[src/rtl/ch_cfg_pkg.sv]
// rtl/ch_cfg_pkg.sv - shared types and constants for the channel tap-scale config sequencer
package ch_cfg_pkg;

   typedef enum logic [1:0] {
      ACCEPT = 2'd0,
      SETTLE = 2'd1,
      SWAP   = 2'd2
   } ch_cfg_state_e;

   localparam int COEF_W_DEF   = 16;
   localparam int SETTLE_W_DEF = 8;

   // Unity gain in Q2.14
   localparam logic [COEF_W_DEF-1:0] Q14_ONE = 16'h4000;

endpackage

[src/rtl/ch_cfg_settle_cnt.sv]
// rtl/ch_cfg_settle_cnt.sv - loadable settle down-counter with zero flag
module ch_cfg_settle_cnt #(
   parameter int W = 8
) (
   input  logic         clk,
   input  logic         rstn,
   input  logic         i_load,
   input  logic [W-1:0] i_load_val,
   input  logic         i_dec,
   output logic         o_zero
);

   logic [W-1:0] r_cnt;

   always_ff @(posedge clk or negedge rstn) begin
      if (!rstn) begin
         r_cnt <= '0;
      end else if (i_load) begin
         r_cnt <= i_load_val;
      end else if (i_dec && (r_cnt != '0)) begin
         r_cnt <= r_cnt - 1'b1;
      end
   end

   assign o_zero = (r_cnt == '0);

endmodule

[src/rtl/channel_cfg_ctrl.sv]
// rtl/channel_cfg_ctrl.sv - shadow/active tap-scale bank with settle-delayed atomic swap; CH_CFG_READBACK_EN adds shadow readback
module channel_cfg_ctrl
   import ch_cfg_pkg::*;
#(
   parameter int N_TAP    = 4,
   parameter int COEF_W   = COEF_W_DEF,
   parameter int SETTLE_W = SETTLE_W_DEF,
   parameter int IDX_W    = (N_TAP > 1) ? $clog2(N_TAP) : 1
) (
   input  logic                    clk,
   input  logic                    rstn,
   input  logic                    wr_valid,
   output logic                    wr_ready,
   input  logic [IDX_W-1:0]        wr_idx,
   input  logic [COEF_W-1:0]       wr_data,
   input  logic                    commit_req,
   output logic                    commit_ack,
   input  logic [SETTLE_W-1:0]     settle_cyc,
   output logic [N_TAP*COEF_W-1:0] coef_active,
   output logic                    cfg_busy,
`ifdef CH_CFG_READBACK_EN
   input  logic [IDX_W-1:0]        rd_idx,
   output logic [COEF_W-1:0]       rd_data,
`endif
   output logic                    err_idx
);

   ch_cfg_state_e     r_state;
   ch_cfg_state_e     w_state_nxt;

   logic [COEF_W-1:0] r_shadow [N_TAP];
   logic [COEF_W-1:0] r_active [N_TAP];
   logic [N_TAP-1:0]  r_dirty;
   logic              r_ack;
   logic              r_err;

   logic              w_wr_fire;
   logic              w_bad_wr;
   logic [N_TAP-1:0]  w_wr_mask;
   logic [N_TAP-1:0]  w_dirty_eff;
   logic              w_commit_go;
   logic              w_commit_empty;
   logic              w_cnt_zero;

   always_comb begin
      w_wr_mask = '0;
      for (int i = 0; i < N_TAP; i++) begin
         w_wr_mask[i] = w_wr_fire && (32'(wr_idx) == i);
      end
   end

   // A write landing in the commit cycle counts toward the dirty set being committed
   assign w_wr_fire      = wr_valid && wr_ready;
   assign w_bad_wr       = w_wr_fire && (32'(wr_idx) >= N_TAP);
   assign w_dirty_eff    = r_dirty | w_wr_mask;
   assign w_commit_go    = (r_state == ACCEPT) && commit_req && (w_dirty_eff != '0);
   assign w_commit_empty = (r_state == ACCEPT) && commit_req && (w_dirty_eff == '0);

   ch_cfg_settle_cnt #(
      .W (SETTLE_W)
   ) u_settle_cnt (
      .clk        (clk),
      .rstn       (rstn),
      .i_load     (w_commit_go),
      .i_load_val (settle_cyc),
      .i_dec      (r_state == SETTLE),
      .o_zero     (w_cnt_zero)
   );

   always_ff @(posedge clk or negedge rstn) begin
      if (!rstn) begin
         r_state <= ACCEPT;
      end else begin
         r_state <= w_state_nxt;
      end
   end

   always_comb begin
      w_state_nxt = r_state;
      case (r_state)
         ACCEPT:  if (w_commit_go) w_state_nxt = SETTLE;
         SETTLE:  if (w_cnt_zero)  w_state_nxt = SWAP;
         SWAP:    w_state_nxt = ACCEPT;
         default: w_state_nxt = ACCEPT;
      endcase
   end

   always_comb begin
      wr_ready = 1'b0;
      cfg_busy = 1'b1;
      if (r_state == ACCEPT) begin
         wr_ready = 1'b1;
         cfg_busy = 1'b0;
      end
   end

   // A bad write seen in the ack cycle survives the clear so it is not lost
   always_ff @(posedge clk or negedge rstn) begin
      if (!rstn) begin
         for (int i = 0; i < N_TAP; i++) begin
            r_shadow[i] <= '0;
            r_active[i] <= '0;
         end
         r_dirty <= '0;
         r_ack   <= 1'b0;
         r_err   <= 1'b0;
      end else begin
         for (int i = 0; i < N_TAP; i++) begin
            if (w_wr_mask[i]) r_shadow[i] <= wr_data;
            if ((r_state == SWAP) && r_dirty[i]) r_active[i] <= r_shadow[i];
         end
         r_dirty <= (r_state == SWAP) ? '0 : w_dirty_eff;
         r_ack   <= (r_state == SWAP) || w_commit_empty;
         r_err   <= (r_err && !r_ack) || w_bad_wr;
      end
   end

   always_comb begin
      coef_active = '0;
      for (int i = 0; i < N_TAP; i++) begin
         coef_active[i*COEF_W +: COEF_W] = r_active[i];
      end
   end

   assign commit_ack = r_ack;
   assign err_idx    = r_err;

`ifdef CH_CFG_READBACK_EN
   logic [COEF_W-1:0] w_rd_sel;
   logic [COEF_W-1:0] r_rd_data;

   always_comb begin
      w_rd_sel = '0;
      for (int i = 0; i < N_TAP; i++) begin
         if (32'(rd_idx) == i) w_rd_sel = r_shadow[i];
      end
   end

   always_ff @(posedge clk or negedge rstn) begin
      if (!rstn) begin
         r_rd_data <= '0;
      end else begin
         r_rd_data <= w_rd_sel;
      end
   end

   assign rd_data = r_rd_data;
`endif

endmodule

[config.mk]
export PLATFORM = sky130hd
export DESIGN_NAME = channel_cfg_ctrl
export DESIGN_NICKNAME = d
export VERILOG_FILES = /design/src/rtl/ch_cfg_pkg.sv /design/src/rtl/ch_cfg_settle_cnt.sv /design/src/rtl/channel_cfg_ctrl.sv
export SDC_FILE = /design/constraint.sdc
export NUM_CORES = 1
export LEC_CHECK = 0
export BUFFER_PORTS_ARGS = -buffer_cell sky130_fd_sc_hd__buf_2
export CAP_MARGIN = 20
export CORE_UTILIZATION = 40
export CTS_CLUSTER_DIAMETER = 50
export DETAILED_ROUTE_END_ITERATION = 8
export PLACE_DENSITY_LB_ADDON = 0.05
export REMOVE_ABC_BUFFERS = 1
export SLEW_MARGIN = 20
export SYNTH_ARGS = -nofsm -noshare
export SYNTH_HDL_FRONTEND = slang
export SYNTH_SLANG_ARGS = --single-unit
[constraint.sdc]
create_clock -name clk -period 1.65 [get_ports clk]
set_input_delay 0.2475 -clock clk [delete_from_list [all_inputs] [get_ports clk]]
set_output_delay 0.2475 -clock clk [all_outputs]
set_load 0.05 [all_outputs]
==> Yosys cells after proc, flatten, opt, wreduce, memory -nomap -nowiden <==
Index checks and enable logic that the tools add are counted.
{ "totals": {"input_bits": 30, "word_cells": 54, "out_inout_bits": 68, "ramBits": 0, "romBits": 0, "reg_bits": 144, "latch_bits": 0, "memories": 0} }
{ "op_classes": {"multipliers": 0, "shift": 0, "muxes": 8, "eq_ne": 7, "n_reduce_logical": 24, "order_cmp": 0, "bitwise": 1, "addsub": 1, "div_mod_pow": 0} }
{ "op_table": {"columns": ["cell", "n"], "rows": [
  ["$mux 8", 2],
  ["$logic_and 1x1->1", 14],
  ["$logic_not 8->1", 1],
  ["$reduce_bool 8->1", 1],
  ["$sub 8x1->8 const B", 1],
  ["$eq 2x2->1 const B", 3],
  ["$eq 2x1->1 const B", 2],
  ["$logic_not 2->1", 2],
  ["$logic_not 4->1", 1],
  ["$mux 2", 2],
  ["$mux 4", 1],
  ["$or 4x4->4", 1],
  ["$pmux 2 s2", 1],
  ["$reduce_bool 4->1", 1],
  ["$mux 1", 2],
  ["$ne 2x1->1 const B", 1],
  ["$ne 2x2->1 const B", 1],
  ["$reduce_and 2->1", 1],
  ["$reduce_bool 2->1", 1],
  ["$logic_not 1->1", 1],
  ["$logic_or 1x1->1", 1]
]} }

==> Logic depth before layout (Yosys ltp) <==
{ "depth": {"depth_word": 9, "depth_mapped": 6, "mapped_depth_nobuf": 6} }

==> Cells and area by module <==
From an unflattened synthesis, not the netlist that was laid out.
{ "unflattened": {"cells_unflattened": 361, "area_unflattened_um2": 5960.7} }
{ "modules_own_cells": {"columns": ["module", "area_each_um2", "cells_per_inst", "instances", "seq_area_each_um2"], "rows": [
  ["channel_cfg_ctrl", 5432.7, 303, 1, 3403.3],
  ["ch_cfg_settle_cnt", 528.0, 58, 1, 200.2]
]} }

==> Worst setup path before layout <==
Ideal clock, no wire load.
{ "synth_timing": {"kind": "flip-flop to flip-flop", "from": "reg r_state[1]", "to": "reg u_settle_cnt.r_cnt[6]", "t_required_ps": 1504, "synth_period_minus_slack_ps": 1983, "path_stages_with_launch": 5, "path_slack_ps": -333, "setup_time_ps": 146, "path_buffers": 0, "t_arrival_ps": 1837, "cell_sequence": "dfrtp_1 > nor2_1 > o211ai_1 > o211ai_1 > o311ai_0"} }
{ "synth_via": {"elab_chain_len": 8, "elab_cells_between_ends": 15, "cone_classes": "1 x eq/ne; 2 x mux; 1 x bitwise; 11 x reduce/logical"} }
{ "synth_lines": {"columns": ["item", "line_no", "source"], "rows": [
  ["start: declaration", "channel_cfg_ctrl.sv:28", "ch_cfg_state_e r_state;"],
  ["start signal: assignment", "channel_cfg_ctrl.sv:74", "r_state <= w_state_nxt;"],
  ["$logic_not 2->1 (*)", "channel_cfg_ctrl.sv:91", "if (r_state == ACCEPT) begin"],
  ["$mux 1 (*)", "channel_cfg_ctrl.sv:91", null],
  ["via wr_ready", "channel_cfg_ctrl.sv:13", "output logic wr_ready,"],
  ["$logic_and 1x1->1 (*)", "channel_cfg_ctrl.sv:53", "assign w_wr_fire = wr_valid && wr_ready;"],
  ["$logic_and 1x1->1", "channel_cfg_ctrl.sv:48", "w_wr_mask[i] = w_wr_fire && (32'(wr_idx) == i);"],
  ["$or 4x4->4 (*)", "channel_cfg_ctrl.sv:55", "assign w_dirty_eff = r_dirty | w_wr_mask;"],
  ["$reduce_bool 4->1 (*)", "channel_cfg_ctrl.sv:56", "assign w_commit_go = (r_state == ACCEPT) && commit_req && (w_dirty_eff != '0);"],
  ["$logic_and 1x1->1 (*)", "channel_cfg_ctrl.sv:56", null],
  ["$mux 8 / $reduce_bool 2->1 (equally long branches)", null, null],
  ["end signal: assignment", "ch_cfg_settle_cnt.sv:19", "r_cnt <= i_load_val;"],
  ["end signal: assignment", "ch_cfg_settle_cnt.sv:21", "r_cnt <= r_cnt - 1'b1;"],
  ["end: declaration", "ch_cfg_settle_cnt.sv:13", "logic [W-1:0] r_cnt;"]
]} }
Mark *: on every way through the listed nets, which the timed path passes. The rest lies on a longest branch.
A chain may end at the register's enable or synchronous reset.

==> Worst setup path in the final report <==
{ "layout_timing": {"from": "reg r_dirty[1]", "to": "reg u_settle_cnt.r_cnt[4]"} }
{ "layout_via": {"elab_chain_len": 4, "elab_cells_between_ends": 5, "cone_classes": "1 x mux; 1 x bitwise; 3 x reduce/logical"} }
{ "layout_lines": {"columns": ["item", "line_no", "source"], "rows": [
  ["start: declaration", "channel_cfg_ctrl.sv:33", "logic [N_TAP-1:0] r_dirty;"],
  ["start signal: assignment", "channel_cfg_ctrl.sv:112", "r_dirty <= (r_state == SWAP) ? '0 : w_dirty_eff;"],
  ["$or 4x4->4 (*)", "channel_cfg_ctrl.sv:55", null],
  ["$reduce_bool 4->1 (*)", "channel_cfg_ctrl.sv:56", null],
  ["$logic_and 1x1->1 (*)", "channel_cfg_ctrl.sv:56", null],
  ["$mux 8 / $reduce_bool 2->1 (equally long branches)", null, null]
]} }
Mark *: on every way between the ends. The rest lies on a longest branch, timed or not.

==> summary.md <==
| Metric | Value |
|---|---|
| Worst Hold Depth | `3` |
| TritonCTS Buffers | `17` |
| Hold endpoint | `u_settle_cnt.r_cnt[5]` |
| Crit start category | `flip-flop` |
| Worst slew pin tran | `0.372 ns` |
| Filler cell count | `between 1000 and 1500` |
| Ports | `98` |
| Post-Syn Area | `roughly 5600 um^2` |
| H-tree depth | `4` |
| Hold Violations, Final | `0` |
| Synth async-reset ratio | `between 90% and 100%` |
| Worst EP arrival | `~1.9 ns` |
| Delay of the slowest critical-path stage | `~0.56 ns` |
| Routability cong. | `0.751` |
| Rel. slew slack | `75.0%` |
| Unrepaired setup endpoints after global routing | `true` |
| Proportion of power drawn by combinational gates | `around 28%` |
| Max-slew violations | `0` |
| Pwr/cell area | `1770 nW/um^2` |
| Crit path buf inv count | `1` |
| Initial core utilization | `41.5%` |
| Number of synthesized flops with an enable pin | `0` |
| Distinct cells, synth | `37` |
| Die Y | `about 120 um` |
| Worst-path clk slew | `approximately 0.060 ns` |
| Leak Pwr | `approximately 3.7 nW` |
| Peak Freq | `between 600 and 700 MHz` |
| Critical R2R Capture | `u_settle_cnt.r_cnt[4]` |
| Psw | `roughly 4 mW` |
| Top delay family on crit path | `simple AND/OR/NAND/NOR gates` |
| FP Rows | `between 40 and 50` |
| Chip width | `between 100 and 150 um` |
| Cell area after layout | `around 7300 um^2` |
| Worst Hold Class | `input port to flip-flop` |
| NumNets Final | `around 530` |
| CTS tree | `built` |
| Crit path max-delay cell type | `or4_4` |
| Cells after Synth | `between 300 and 400` |
| Top cell type's share of synthesized area | `about 65%` |
| Max-cap violation count | `0` |
| Largest net degree at the start of global routing | `46` |
| Clk_lat worst skew | `around 0.41 ns` |
| Total Routing Usage GR | `about 17%` |
| Number of remaining DRC errors | `0` |
| Cell Chain, Critical Path | `or4_4, o211ai_1, buf_4, o211ai_1, o311ai_2` |
| CP Capture Type | `flip-flop` |
| Worst path most repeated cell | `o211ai_1` |
| # setup viols final | `0` |
| Maximum vdd drop | `approximately 0.00097 V` |
| CTS sink cnt | `roughly 140` |
| Min-delay src | `settle_cyc[5]` |
| Reg2Reg Setup Slack | `~0.023 ns` |
| Worst r2r src | `r_dirty[1]` |
| Gr ovfl total | `0` |
| Minimum clock period | `approximately 1.6 ns` |
| Setup CP Type | `flip-flop to flip-flop` |
| DP Area | `approximately 6500 um^2` |
| Syn. warnings | `0` |
| Number of global-route vias before repair | `between 3000 and 4000` |
| DR WL/cell | `between 15 and 20 um` |
| Int Pwr | `a little under 9 mW` |
| Post-synthesis sequential area ratio | `approximately 65%` |
| Root Driver | `clkbuf_16` |
| Period utilization | `between 90% and 100%` |
| CTS Buffer Depth | `2` |
| Skew final | `approximately 0.0055 ns` |
| #FFs+latches synth | `around 140` |
| Top_reg_cell synth | `dfrtp_1` |
| Initial antenna violation count | `0` |
| Multi-input gate area | `slightly below 2000 um^2` |
| Sequential Power Share | `between 40% and 50%` |
| Run status | `complete, no violations` |
| Detailed Routing Iterations Pass 1 | `4` |
| Area Overhead vs Synth | `30.7%` |
| Synth area leaders | `dfrtp_1 (65%), mux2_2 (26%), buf_2 (0.72%), nor2_1 (0.67%), nor3b_4 (0.67%)` |
| Core box area | `roughly 13000 um^2` |
| Post-synth top cells | `dfrtp_1 (144), mux2_2 (128), nor2_1 (10)` |
| Hold_ws | `0.0505 ns` |
| R2r worst-path depth | `5` |
| Leading area contributor after synthesis | `dfrtp_1` |
| Critical Path Fanout Max | `6` |
| Die Area | `approximately 14000 um^2` |
| Net Sw Frac | `a little under a third` |
| Port bufs | `97` |
| HPWL after DPL | `~7900 um` |
| DR iter-0 viols | `136` |
| Crit path required time | `1.96 ns` |
| Clk network pwr share | `slightly above 30%` |
| Routed vias/inst | `a little under 5` |
| Antenna cells | `0` |
| Post-Route WL | `11500 um` |
| ANT nets after route | `0` |
| Share of layout cells above drive strength 1 | `around three fifths` |
| Finished Core Util | `between 50% and 60%` |
| First-pass GRT wire length | `between 15000 and 20000 um` |
| Avg Inst Size Synth | `roughly 16 um^2` |
| Vias | `~3400` |
| Cell with the most instances after synthesis | `dfrtp_1` |
| Seq. cell area | `roughly 3600 um^2` |
==> per-layer routing <==
layer	vias to the layer above	routed length, um	share of wire (%)	track usage, %
li1	1563	-	-	-
met1	1724	5230	46	22.2
met2	79	5580	49	27.7
met3	9	546	4.8	5.57
met4	0	109	0.95	5.39
met5	-	0	0	0
==> placed cells by master (no fill, tap or decap), types with 3 or more instances in the layout <==
cell type	count
buf_6	7
mux2_2	128
clkbuf_8	4
buf_12	5
clkinv_2	3
buf_2	94
nand2_1	8
o211ai_1	3
nand2b_1	3
a21oi_1	5
buf_4	29
bufinv_16	3
inv_1	4
nor2_1	9
nand2_2	4
clkbuf_16	17
dfrtp_1	143
==> tightest hold or removal path, delay by kind of cell <==
family | cells | cell delay (ns)
buffers and inverters | 1 | 0.07
and+or+nand+nor | 1 | 0.05
AOI/OAI and AO/OA | 1 | 0.05
==> power groups by stage <==
stage / clock [mW] / sequential (mW) / combinational, mW
after global routing: 4.18 / 5.60 / 3.81
final: 3.93 / 5.42 / 3.56
after global placement: 0 / 5.39 / 3.32
after floorplan: 0 / 6.32 / 1.48
after CTS: 4.02 / 5.41 / 3.45
after detailed placement: 0 / 5.45 / 3.38
==> final cells by class <==
type                            instances  area share [%]
Clock buffer                           23            6.68
Timing Repair Buffer                  136            12.0
Inverter                                6           0.308
Clock inverter                          9            1.77
Sequential cell                       144            49.4
Multi-Input combinational cell        195            26.8
Tap cell                              176            3.02
==> worst max path at each step <==
stage,startpoint,to,slack [ns],cells past startpoint
floorplan,r_state[1],u_settle_cnt.r_cnt[6],-0.33,4
global placement,u_settle_cnt.r_cnt[1],u_settle_cnt.r_cnt[3],-0.03,7
detailed placement,r_dirty[0],u_settle_cnt.r_cnt[7],-0.05,4
CTS,r_state[0],wr_ready,-0.003,4
global route,r_dirty[1],u_settle_cnt.r_cnt[4],-0.04,5
finish,r_dirty[1],u_settle_cnt.r_cnt[4],0.02,5
==> through the flow <==
| step | power [mW] | cells | worst slack, ns | setup TNS, ns |
|---|---|---|---|---|
| floorplan | 7.80 | 345 | -0.333 | -5.56 |
| global placement | 8.71 | 649 | -0.0268 | -0.0453 |
| detailed placement | 8.83 | 649 | -0.0519 | -0.180 |
| CTS | 12.9 | 684 | -0.00289 | -0.00289 |
| global route | 13.6 | 689 | -0.0393 | -0.0995 |
| finish | 12.9 | 689 | 0.0230 | 0 |
==> registers in the layout (all words and copies together) (netlist names) <==
| signal | count |
|---|---|
| r_state | 2 |
| commit_ack | 1 |
| r_dirty | 4 |
| coef_active | 64 |
| err_idx | 1 |
| r_shadow | 64 |
| u_settle_cnt.r_cnt | 8 |
==> timing repair <==
item,in CTS,in global routing
endpoints found under the setup margin,23,34
pin swaps,2,7
hold endpoints to repair,33,0
resized for setup,9,17
buffers inserted,2,6
hold buffers,1,0
==> cell families (layout without fill, tap and decap cells) <==
group | Yosys count | count (layout) | synth area share [%]
AND/OR/NAND/NOR | 43 | 43 | 4.79
buffers and inverters | 17 | 174 | 1.66
XOR/XNOR | 2 | 2 | 0.314
multiplexers | 128 | 128 | 25.8
AO/OA/AOI/OAI | 20 | 20 | 2.49
adder cells (fa/ha/maj) | 2 | 2 | 0.448
flip-flops | 144 | 144 | 64.5
Note: power is estimated with default switching activity, not from simulation.
